<file path="src/rtl/fetch_unit_pkg.sv">
// Shared definitions for the fetch stage: state encodings, the NOP word and the default reset PC.
// Imported by fetch_unit and pc_next_sel.
package fetch_unit_pkg;

    typedef enum logic [1:0] {
        ST_IDLE  = 2'd0,
        ST_FETCH = 2'd1,
        ST_HOLD  = 2'd2,
        ST_TRAP  = 2'd3
    } fetch_state_e;

    localparam logic [31:0] NOP_INSTR        = 32'h0000_0013;
    localparam logic [31:0] DEFAULT_RESET_PC = 32'h0000_0000;

endpackage

</file>
<file path="src/rtl/fetch_unit_pc_next_sel.sv">
// Next-PC selection: PC+4 adder, redirect mux and redirect alignment check.
// FETCH_MISALIGN_CHECK_EN keeps the raw target and flags low bits; otherwise they are cleared.
module pc_next_sel
    import fetch_unit_pkg::*;
(
    input  logic [31:0] pc_i,
    input  logic        pc_src_i,
    input  logic [31:0] pc_target_i,
    output logic [31:0] pc_plus4_o,
    output logic [31:0] pc_next_o,
    output logic        misalign_o
);

    logic [31:0] target_aligned;

    assign pc_plus4_o = pc_i + 32'd4;

`ifdef FETCH_MISALIGN_CHECK_EN
    assign target_aligned = pc_target_i;
    assign misalign_o     = pc_src_i && (pc_target_i[1:0] != 2'b00);
`else
    assign target_aligned = pc_target_i & 32'hFFFF_FFFC;
    assign misalign_o     = 1'b0;
`endif

    assign pc_next_o = pc_src_i ? target_aligned : pc_plus4_o;

endmodule

</file>
<file path="src/rtl/fetch_unit.sv">
// Instruction fetch stage: owns the PC, fetches over a ready handshake and holds the word until consumed.
// Define FETCH_MISALIGN_CHECK_EN to trap on misaligned redirect targets.
module fetch_unit
    import fetch_unit_pkg::*;
#(
    parameter logic [31:0] RESET_PC = DEFAULT_RESET_PC
) (
    input  logic        clk,
    input  logic        reset,
    output logic        imemReq,
    output logic [31:0] imemAddr,
    input  logic        imemReady,
    input  logic [31:0] imemData,
    input  logic        stall,
    input  logic        pcSrc,
    input  logic [31:0] pcTarget,
    output logic        instrValid,
    output logic [31:0] instr,
    output logic [6:0]  op,
    output logic [2:0]  f3,
    output logic [6:0]  f7,
    output logic [31:0] pc,
    output logic [31:0] pcPlus4,
    output logic        misaligned
);

    fetch_state_e state_q, state_d;
    logic [31:0]  pc_q, pc_d;
    logic [31:0]  instr_q, instr_d;
    logic [31:0]  pc_next;
    logic [31:0]  pc_plus4;
    logic         redirect_misaligned;

    pc_next_sel u_pc_next_sel (
        .pc_i        (pc_q),
        .pc_src_i    (pcSrc),
        .pc_target_i (pcTarget),
        .pc_plus4_o  (pc_plus4),
        .pc_next_o   (pc_next),
        .misalign_o  (redirect_misaligned)
    );

    always_ff @(posedge clk or posedge reset) begin
        if (reset) begin
            state_q <= ST_IDLE;
            pc_q    <= RESET_PC;
            instr_q <= NOP_INSTR;
        end else begin
            state_q <= state_d;
            pc_q    <= pc_d;
            instr_q <= instr_d;
        end
    end

    always_comb begin
        state_d = state_q;
        pc_d    = pc_q;
        instr_d = instr_q;
        case (state_q)
            ST_IDLE: state_d = ST_FETCH;
            ST_FETCH: begin
                if (imemReady) begin
                    instr_d = imemData;
                    state_d = ST_HOLD;
                end
            end
            ST_HOLD: begin
                // Redirect inputs matter only on the consuming cycle.
                if (!stall) begin
`ifdef FETCH_MISALIGN_CHECK_EN
                    if (redirect_misaligned) begin
                        state_d = ST_TRAP;
                    end else begin
                        pc_d    = pc_next;
                        state_d = ST_FETCH;
                    end
`else
                    pc_d    = pc_next;
                    state_d = ST_FETCH;
`endif
                end
            end
            ST_TRAP: state_d = ST_TRAP;
            default: state_d = ST_IDLE;
        endcase
    end

    assign imemReq    = (state_q == ST_FETCH);
    assign imemAddr   = pc_q;
    assign instrValid = (state_q == ST_HOLD);
    assign instr      = instr_q;
    assign op         = instr_q[6:0];
    assign f3         = instr_q[14:12];
    assign f7         = instr_q[31:25];
    assign pc         = pc_q;
    assign pcPlus4    = pc_plus4;

`ifdef FETCH_MISALIGN_CHECK_EN
    assign misaligned = (state_q == ST_TRAP);
`else
    assign misaligned = 1'b0;
    logic unused_misalign;
    assign unused_misalign = redirect_misaligned;
`endif

endmodule

</file>
<file path="config.mk">
export PLATFORM = sky130hd
export DESIGN_NAME = fetch_unit
export DESIGN_NICKNAME = d
export VERILOG_FILES = /design/src/rtl/fetch_unit_pkg.sv /design/src/rtl/fetch_unit_pc_next_sel.sv /design/src/rtl/fetch_unit.sv
export SDC_FILE = /design/constraint.sdc
export NUM_CORES = 1
export LEC_CHECK = 0
export CORE_MARGIN = 2
export CORE_UTILIZATION = 36
export DETAILED_ROUTE_END_ITERATION = 10
export PLACE_DENSITY = 0.84
export SETUP_SLACK_MARGIN = 0.05
export SLEW_MARGIN = 20
export SYNTH_ARGS = -nofsm -noshare
export SYNTH_HDL_FRONTEND = slang
export SYNTH_HIERARCHICAL = 1
export SYNTH_SLANG_ARGS = --single-unit
export TNS_END_PERCENT = 1
</file>
<file path="constraint.sdc">
create_clock -name clk -period 2.7 [get_ports clk]
set_clock_uncertainty 0.2 [all_clocks]
set_input_delay 0.81 -clock clk [delete_from_list [all_inputs] [get_ports clk]]
set_output_delay 0.81 -clock clk [all_outputs]
set_load 0.01 [all_outputs]
</file>
Word-level counts from Yosys, hierarchy flattened
Index checks and enable logic that the tools add are counted.
{ "classes": {"reduce_logical": 4, "bitwise_logic": 1, "n_eq_ne": 5, "addsub": 1, "mux": 4} }
{ "ops": {"columns": ["cell", "n"], "rows": [
  ["$add 32x3->32 const B", 1],
  ["$mux 32", 1],
  ["$pmux 2 s4", 1],
  ["$reduce_and 2->1", 3],
  ["$eq 2x2->1 const B", 2],
  ["$mux 2", 2],
  ["$eq 2x1->1 const B", 1],
  ["$logic_not 2->1", 1],
  ["$ne 2x1->1 const B", 1],
  ["$ne 2x2->1 const B", 1],
  ["$not 1->1", 1]
]} }
{ "totals": {"in_bits": 69, "out_inout_bits": 148, "word_cells": 18, "regBits": 66} }

Logic depth before layout (Yosys ltp)
Gate-level depths: netlist (run 1).
{ "logic_depth": {"ltp_word": 3, "depth_mapped": 6, "mapped_depth_nobuf": 6} }

By module
Netlist (run 1), hierarchy kept.
{ "by_module_without_submodules": {"columns": ["module", "area_per_inst_um2", "cells_each", "seq_area_each_um2", "n_inst"], "rows": [
  ["fetch_unit", 2905.3, 196, 1655.3, 1],
  ["pc_next_sel", 1121.1, 174, 0.0, 1]
]} }

Least setup slack after synthesis (run 1)
OpenSTA, ideal clock, no wires.
{ "synth_timing": {"path_kind": "reg2out", "start": "register pc_q[2], in the netlist imemAddr[2]", "end": "output port pcPlus4[20]", "arrival_ns": 1.908, "path_buffers": 0, "setup_slack_ns": -0.218, "path_stages_with_launch": 6, "t_required_ns": 1.690, "path_cell_list": "dfrtp_1 ha_1 nand3_1 or4_1 or3_1 nand2_1"} }
{ "synth_between": {"elab_chain_cells": 1} }
{ "synth_rtl": {"columns": ["element", "line", "rtl"], "rows": [
  ["start: declaration", "fetch_unit.sv:28", "logic [31:0] pc_q, pc_d;"],
  ["start signal: assignment", "fetch_unit.sv:50", "pc_q <= pc_d;"],
  ["$add 32x3->32", "fetch_unit_pc_next_sel.sv:16", "assign pc_plus4_o = pc_i + 32'd4;"],
  ["end: declaration", "fetch_unit.sv:23", "output logic [31:0] pcPlus4,"]
]} }
Every way passes these cells.

Worst setup path after layout (run 1)
{ "layout_timing": {"start": "register pc_q[16], in the netlist imemAddr[16]", "end": "output port pcPlus4[24]"} }
The elaborated chain is that of the path after synthesis.

==> impl_metrics.prom, run 1 <==
# TYPE chip_impl_metric gauge
chip_impl_metric{name="grt_overflow_total",unit=""} 0
chip_impl_metric{name="power_leakage",unit="nW"} 2.99
chip_impl_info{name="hold_path_class",value="flop to flop"} 1
chip_impl_metric{name="worst-path-buf-inv",unit=""} 2
chip_impl_metric{name="numClockSinks",unit=""} 66
chip_impl_info{name="cp_cell_sequence",value="nand2_1, or4_4, buf_6, or4b_4, nand2_1, buf_2"} 1
chip_impl_metric{name="postSynthCellCount",unit=""} 368
chip_impl_metric{name="fmaxAchievable",unit="MHz"} 307
chip_impl_metric{name="die_h",unit="um"} 110
chip_impl_metric{name="avg_inst_size_synth",unit="um^2"} 10.9
chip_impl_metric{name="seq_power_share",unit="%"} 26.4
chip_impl_metric{name="final_ant_viol_nets",unit=""} 0
chip_impl_metric{name="cts.reportedPaths.clkPinSlew",unit="ps"} 70
chip_impl_metric{name="grt_start_max_net_pins",unit=""} 35
chip_impl_metric{name="cts_hold_buffers",unit=""} 0
chip_impl_metric{name="tightestPinTransition",unit="ps"} 544
chip_impl_metric{name="peakVddDrop",unit="V"} 0.000613
chip_impl_info{name="root_buffer",value="sky130_fd_sc_hd__clkbuf_8"} 1
chip_impl_metric{name="globalplace.congestion",unit=""} 0.871
chip_impl_info{name="failed_checks",value="negative setup slack"} 1
chip_impl_metric{name="final_hold_viol_count",unit=""} 0
chip_impl_metric{name="clockPowerShare",unit="%"} 13.7
chip_impl_metric{name="clk_path_buf_depth",unit=""} 2
chip_impl_metric{name="number_of_iterations_in_the_first_detailed_routing_pass",unit=""} 5
chip_impl_metric{name="pwr_density_cell",unit="mW/mm^2"} 971
chip_impl_metric{name="drt-vias-per-instance",unit=""} 5.01
chip_impl_metric{name="setup_slack",unit="ps"} -557
chip_impl_metric{name="dr.first_iter.drc_count",unit=""} 179
chip_impl_metric{name="maxSlewViolCount",unit=""} 0
chip_impl_metric{name="mappedNetlistArea",unit="mm^2"} 0.00402
chip_impl_info{name="slowest_stage",value="sky130_fd_sc_hd__or4_4"} 1
chip_impl_metric{name="die_area",unit="mm^2"} 0.0120
chip_impl_info{name="crit_top_cell",value="sky130_fd_sc_hd__nand2_1"} 1
chip_impl_metric{name="cell_internal_pwr",unit="mW"} 4.32
chip_impl_metric{name="chipWidth",unit="um"} 110
chip_impl_metric{name="comb_power_share",unit="%"} 60.0
chip_impl_info{name="worstSetupStartpointType",value="flop"} 1
chip_impl_metric{name="initial_utilization",unit="%"} 37.0
chip_impl_info{name="layout_commonest_cell",value="sky130_fd_sc_hd__clkdlybuf4s50_1"} 1
chip_impl_metric{name="routed_wirelength",unit="mm"} 12.5
chip_impl_metric{name="place.detailed.hpwl",unit="mm"} 9.22
chip_impl_metric{name="initial_antenna_violation_count",unit=""} 0
chip_impl_metric{name="clk_latency",unit="ps"} 340
chip_impl_metric{name="final_nets",unit=""} 668
chip_impl_metric{name="first_pass_grt_wire_length",unit="mm"} 18.9
chip_impl_info{name="critPathKind",value="flop to output pin"} 1
chip_impl_metric{name="cp_data_required_time",unit="ps"} 1690
chip_impl_metric{name="numCtsBuffers",unit=""} 9
chip_impl_metric{name="sw_frac_of_total",unit="%"} 34.8
chip_impl_metric{name="path_max_fanout",unit=""} 4
chip_impl_metric{name="area_growth",unit="%"} 70.0
chip_impl_metric{name="ios",unit=""} 217
chip_impl_metric{name="max-cap-violations",unit=""} 0
chip_impl_metric{name="grt.total_usage",unit="%"} 20.6
chip_impl_metric{name="layout-drive-gt1-share",unit="%"} 39.3
chip_impl_metric{name="critical_path_arrival",unit="ps"} 2250
chip_impl_metric{name="drc",unit=""} 0
chip_impl_info{name="clock_tree_from_tritoncts",value="yes"} 1
chip_impl_metric{name="routed-via-count",unit=""} 3721
chip_impl_metric{name="antenna_cell_count",unit=""} 0
chip_impl_metric{name="detail_route.wl_per_cell",unit="um"} 16.8
chip_impl_info{name="cp_top_family",value="simple AND/OR/NAND/NOR gates"} 1
chip_impl_metric{name="dpl_cell_area",unit="mm^2"} 0.00638
chip_impl_metric{name="postLayoutCellArea",unit="mm^2"} 0.00683
chip_impl_metric{name="finalSetupViolCount",unit=""} 24
chip_impl_metric{name="io_buffer_count",unit=""} 213
chip_impl_info{name="unrepaired_setup_endpoints_after_global_routing",value="yes"} 1
chip_impl_metric{name="synthesis.nets",unit=""} 438
chip_impl_metric{name="timing.slew.headroom",unit="%"} 63.7
chip_impl_metric{name="post-layout-total-power",unit="mW"} 6.63
chip_impl_metric{name="sw_power",unit="mW"} 2.31
chip_impl_metric{name="timing.final.crit_share",unit="%"} 121
chip_impl_metric{name="core_area",unit="mm^2"} 0.0108
chip_impl_metric{name="htree_num_levels",unit=""} 3
chip_impl_info{name="cp-end-kind",value="output pin"} 1
chip_impl_metric{name="core.rowCount",unit=""} 38
chip_impl_metric{name="number_of_global_route_vias_before_repair",unit=""} 3847
chip_impl_info{name="outcome",value="complete, but fails checks"} 1
chip_impl_info{name="layout.cells.most_common_list",value="183 x sky130_fd_sc_hd__clkdlybuf4s50_1, 75 x sky130_fd_sc_hd__mux2_2, 60 x sky130_fd_sc_hd__buf_4, 58 x sky130_fd_sc_hd__dfrtp_1, 22 x sky130_fd_sc_hd__nand2_1"} 1
chip_impl_metric{name="n_fill_cell",unit=""} 887
chip_impl_metric{name="finalWorstPathRequiredPeriod",unit="ps"} 3260
chip_impl_metric{name="critical-path-max-stage-delay",unit="ps"} 600
chip_impl_metric{name="yosys_warnings",unit=""} 6
==> cell type report <==
cell class | instances | area (um^2) | area share (%)
inverters | 6 | 22.5 | 0.330
flip-flops and latches | 66 | 1660 | 24.3
clock inverters | 6 | 82.6 | 1.21
clock buffers | 10 | 128 | 1.87
repair buffers | 286 | 2730 | 40.0
multi-input cells | 229 | 2020 | 29.7
well taps | 140 | 175 | 2.57
==> state kept, by name, summed over array words and instances (netlist names) <==
signal	count
imemAddr	32
instr	32
state_q	2
==> power groups by stage <==
stage	Combinational (mW)	Clock [mW]	Sequential (mW)
floorplan	1.51	0	2.10
global placement	3.96	0	1.72
detailed placement	4.02	0	1.76
CTS	3.97	0.933	1.75
global route	4.25	0.977	1.81
finish	3.97	0.906	1.75
==> worst paths after layout <==
| path | from | endpoint | slack, ps | cells past startpoint |
|---|---|---|---|---|
| hold / removal | instr[19] | instr[19] | 300 | 1 |
| max in group asynchronous | reset | imemAddr[12] | 1150 | 3 |
| setup / recovery | imemAddr[16] | pcPlus4[24] | -560 | 6 |
| min in group asynchronous | reset | instr[28] | 630 | 2 |
| setup reg to reg | imemAddr[6] | imemAddr[29] | 310 | 11 |
| hold reg to reg | instr[19] | instr[19] | 300 | 1 |
==> through the flow <==
step | util, % | instances | hold slack [ps] | setup WS (ps) | setup TNS, ps
after floorplan | - | 368 | 330 | -137 | -1350
after global placement | 58.8 | 715 | 287 | -597 | -8820
after detailed placement | 58.8 | 715 | 295 | -626 | -9240
after CTS | 62.1 | 739 | 311 | -654 | -10770
after global routing | 63.0 | 743 | 333 | -721 | -12130
final | 63.0 | 743 | 304 | -557 | -9370
==> layer usage <==
layer / vias up / part of all wire (%) / track usage (%)
li1: 1730 / - / -
met1: 1806 / 37 / 23.0
met2: 163 / 52 / 36.0
met3: 22 / 8.6 / 5.93
met4: 0 / 2.2 / 9.58
met5: - / 0 / 0
==> worst reg2reg max path, cell delays in order, from the launching register on <==
cell	delay, ps
sky130_fd_sc_hd__dfrtp_1	350
sky130_fd_sc_hd__nand4_1	190
sky130_fd_sc_hd__buf_4	220
sky130_fd_sc_hd__buf_12	130
sky130_fd_sc_hd__nor4_4	210
sky130_fd_sc_hd__buf_4	180
sky130_fd_sc_hd__buf_4	110
sky130_fd_sc_hd__buf_4	90
sky130_fd_sc_hd__buf_4	100
sky130_fd_sc_hd__a21o_1	130
sky130_fd_sc_hd__a31oi_1	90
sky130_fd_sc_hd__mux2_2	270
==> timing repair <==
| item | CTS | global route |
|---|---|---|
| pin swaps | 10 | 8 |
| setup endpoints to repair | 29 | 29 |
| setup buffers | 8 | 5 |
| resized for setup | 128 | 22 |
Note: power is estimated with default switching activity, not from simulation.
==> run 2: changes to the inputs <==
--- a/config.mk
+++ b/config.mk
@@ -9,6 +9,7 @@
 export CORE_UTILIZATION = 36
 export DETAILED_ROUTE_END_ITERATION = 10
 export PLACE_DENSITY = 0.84
+export REMOVE_ABC_BUFFERS = 1
 export SETUP_SLACK_MARGIN = 0.05
 export SLEW_MARGIN = 20
 export SYNTH_ARGS = -nofsm -noshare
==> run 2 against run 1 <==
Effect of this change: the run still ends with negative setup slack left; largest cell class unchanged; clock-buffer cell count is the same; maximum frequency fell by 0.19%; non-clock buffer count is 4 higher; first-iteration DRC count is 7.3% lower; highest routed layer unchanged; sequential power hardly changed; die area is the same; register-to-register slack worse by 60 ps; worst hold slack gained 1.5 ps; design area rose by 0.37%; critical path depth up 1; critical path type unchanged; utilization rose by 0.23 points.
==> impl_metrics.prom, run 2 (synthesis gave the netlist of run 1 again) <==
# TYPE chip_impl_metric gauge
chip_impl_info{name="outcome",value="complete, but fails checks"} 1
chip_impl_info{name="failed_checks",value="negative setup slack"} 1
chip_impl_info{name="regToRegStartpoint",value="imemAddr[9]"} 1
chip_impl_info{name="hold_path_class",value="flop to flop"} 1
chip_impl_metric{name="pwr_density_cell",unit="mW/mm^2"} 975
chip_impl_metric{name="path_max_fanout",unit=""} 4
chip_impl_metric{name="chipWidth",unit="um"} 110
chip_impl_metric{name="globalplace.congestion",unit=""} 0.923
chip_impl_metric{name="first_pass_grt_wire_length",unit="mm"} 19.4
chip_impl_metric{name="io_buffer_count",unit=""} 213
chip_impl_info{name="hold_path.startpoint",value="instr[9]"} 1
chip_impl_metric{name="drc",unit=""} 0
chip_impl_metric{name="ios",unit=""} 217
chip_impl_metric{name="routed-via-count",unit=""} 3762
chip_impl_metric{name="die_area",unit="mm^2"} 0.0120
chip_impl_metric{name="reg2reg_slack",unit="ps"} 250
chip_impl_metric{name="numCtsBuffers",unit=""} 9
chip_impl_metric{name="multi_input_area",unit="mm^2"} 0.00203
chip_impl_info{name="critPathKind",value="flop to output pin"} 1
chip_impl_metric{name="finalWorstPathRequiredPeriod",unit="ps"} 3260
chip_impl_info{name="layout_commonest_cell",value="sky130_fd_sc_hd__clkdlybuf4s50_1"} 1
chip_impl_metric{name="critical-path-max-stage-delay",unit="ps"} 480
chip_impl_metric{name="die_h",unit="um"} 110
chip_impl_metric{name="holdWs",unit="ps"} 305
chip_impl_metric{name="initial_utilization",unit="%"} 37.0
chip_impl_metric{name="post-layout-total-power",unit="mW"} 6.68
chip_impl_metric{name="min_delay_path_depth",unit=""} 1
chip_impl_metric{name="fin_cells",unit=""} 747
chip_impl_info{name="cp-end-kind",value="output pin"} 1
chip_impl_metric{name="cts_hold_buffers",unit=""} 0
chip_impl_metric{name="core.rowCount",unit=""} 38
chip_impl_metric{name="clk_latency",unit="ps"} 340
chip_impl_metric{name="max-cap-violations",unit=""} 0
chip_impl_metric{name="grt_start_max_net_pins",unit=""} 67
chip_impl_info{name="slowest_stage",value="sky130_fd_sc_hd__or4_4"} 1
chip_impl_metric{name="final_hold_viol_count",unit=""} 0
chip_impl_metric{name="routed_wirelength",unit="mm"} 12.6
chip_impl_metric{name="reg2regPathDepth",unit=""} 9
chip_impl_metric{name="cts.reportedPaths.clkPinSlew",unit="ps"} 70
chip_impl_info{name="hold_path_end",value="instr[9]"} 1
chip_impl_metric{name="preCtsSetupSlack",unit="ps"} -599
chip_impl_metric{name="place_inst",unit=""} 724
chip_impl_metric{name="setup_slack",unit="ps"} -563
chip_impl_metric{name="n_fill_cell",unit=""} 853
chip_impl_metric{name="drt-vias-per-instance",unit=""} 5.04
chip_impl_info{name="clock_tree_from_tritoncts",value="yes"} 1
chip_impl_metric{name="finalSetupViolCount",unit=""} 22
chip_impl_metric{name="grt.total_usage",unit="%"} 21.0
chip_impl_metric{name="area.sequential",unit="mm^2"} 0.00166
chip_impl_metric{name="core_area",unit="mm^2"} 0.0108
chip_impl_metric{name="clk_path_buf_depth",unit=""} 2
chip_impl_metric{name="final_ant_viol_nets",unit=""} 0
chip_impl_metric{name="layout-drive-gt1-share",unit="%"} 39.2
chip_impl_metric{name="maxSlewViolCount",unit=""} 0
chip_impl_metric{name="grt_overflow_total",unit=""} 0
chip_impl_info{name="layout.cells.most_common_list",value="184 x sky130_fd_sc_hd__clkdlybuf4s50_1, 75 x sky130_fd_sc_hd__mux2_2, 63 x sky130_fd_sc_hd__buf_4, 61 x sky130_fd_sc_hd__dfrtp_1, 21 x sky130_fd_sc_hd__nand2_1"} 1
chip_impl_metric{name="htree_num_levels",unit=""} 3
chip_impl_metric{name="dr.first_iter.drc_count",unit=""} 166
chip_impl_info{name="cp_cell_sequence",value="nand4_1, buf_4, or4_4, buf_6, or4_4, nand2_2, buf_6"} 1
chip_impl_metric{name="fmaxAchievable",unit="MHz"} 306
chip_impl_metric{name="number_of_global_route_vias_before_repair",unit=""} 4005
chip_impl_info{name="worstSetupStartpointType",value="flop"} 1
chip_impl_info{name="worst_r2r_endpoint",value="imemAddr[26]"} 1
chip_impl_info{name="unrepaired_setup_endpoints_after_global_routing",value="yes"} 1
chip_impl_metric{name="antenna_cell_count",unit=""} 0
chip_impl_metric{name="final_nets",unit=""} 672
chip_impl_metric{name="numClockSinks",unit=""} 66
chip_impl_metric{name="critical_path_arrival",unit="ps"} 2250
chip_impl_info{name="root_buffer",value="sky130_fd_sc_hd__clkbuf_8"} 1
chip_impl_metric{name="detail_route.wl_per_cell",unit="um"} 16.8
chip_impl_metric{name="number_of_iterations_in_the_first_detailed_routing_pass",unit=""} 4
chip_impl_metric{name="place.detailed.hpwl",unit="mm"} 9.35
chip_impl_metric{name="timing.final.crit_share",unit="%"} 121
chip_impl_metric{name="peakVddDrop",unit="V"} 0.000707
chip_impl_metric{name="cp_data_required_time",unit="ps"} 1690
chip_impl_metric{name="power_leakage",unit="nW"} 2.98
chip_impl_metric{name="initial_antenna_violation_count",unit=""} 0
chip_impl_metric{name="area_growth",unit="%"} 70.6
[run 2: how the worst max path moves through the flow]
stage	startpoint	to	slack [ps]	cells after the start
6_report	imemAddr[9]	pcPlus4[25]	-560	7
5_1_grt	imemAddr[7]	pcPlus4[27]	-670	6
4_1_cts	imemAddr[9]	pcPlus4[25]	-600	7
3_5_place_dp	imemAddr[10]	pcPlus4[24]	-600	5
3_3_place_gp	imemAddr[10]	pcPlus4[26]	-560	6
2_1_floorplan	imemAddr[6]	pcPlus4[23]	-380	4
[run 2: area by class of cell]
cell class	instances	area share, %
repair buffers	290	40.5
multi-input cells	229	29.7
flip-flops and latches	66	24.2
well taps	140	2.56
clock buffers	10	1.86
clock inverters	6	0.840
inverters	6	0.329
[run 2: repair_timing]
| item | CTS | global route |
|---|---|---|
| endpoints found under the hold margin | 0 | 0 |
| resized for setup | 129 | 23 |
| setup buffers | 7 | 0 |
| setup endpoints to repair | 28 | 29 |
| pin swaps | 10 | 4 |
[run 2: metal layers]
layer,share of wire (%),global-route usage (%),vias to the layer above,wire [um]
met3,8.9,6.40,26,1110
li1,-,-,1729,-
met2,51,37.1,182,6380
met1,38,23.0,1825,4760
met5,0,0,-,0
met4,2.4,9.58,0,306
[run 2: per-stage QoR]
stage / util (%) / TNS (ps) / cell area [um^2]
finish: 63.2 / -8350 / 6850
global route: 63.2 / -10840 / 6850
CTS: 62.4 / -9030 / 6770
detailed placement: 59.1 / -9450 / 6400
global placement: 59.1 / -8700 / 6400
floorplan: - / -2790 / 3520
[run 2: critical path: cells and delay by family (launching register included)]
family	cells	cell delay (ps)
DFF	1	360
buffers and inverters	3	410
and+or+nand+nor	4	1140
[run 2: report_power, final]
group,internal [mW],switching [mW],total [mW]
clock,0.420,0.381,0.801
combinational,2.47,1.64,4.12
sequential,1.44,0.317,1.76
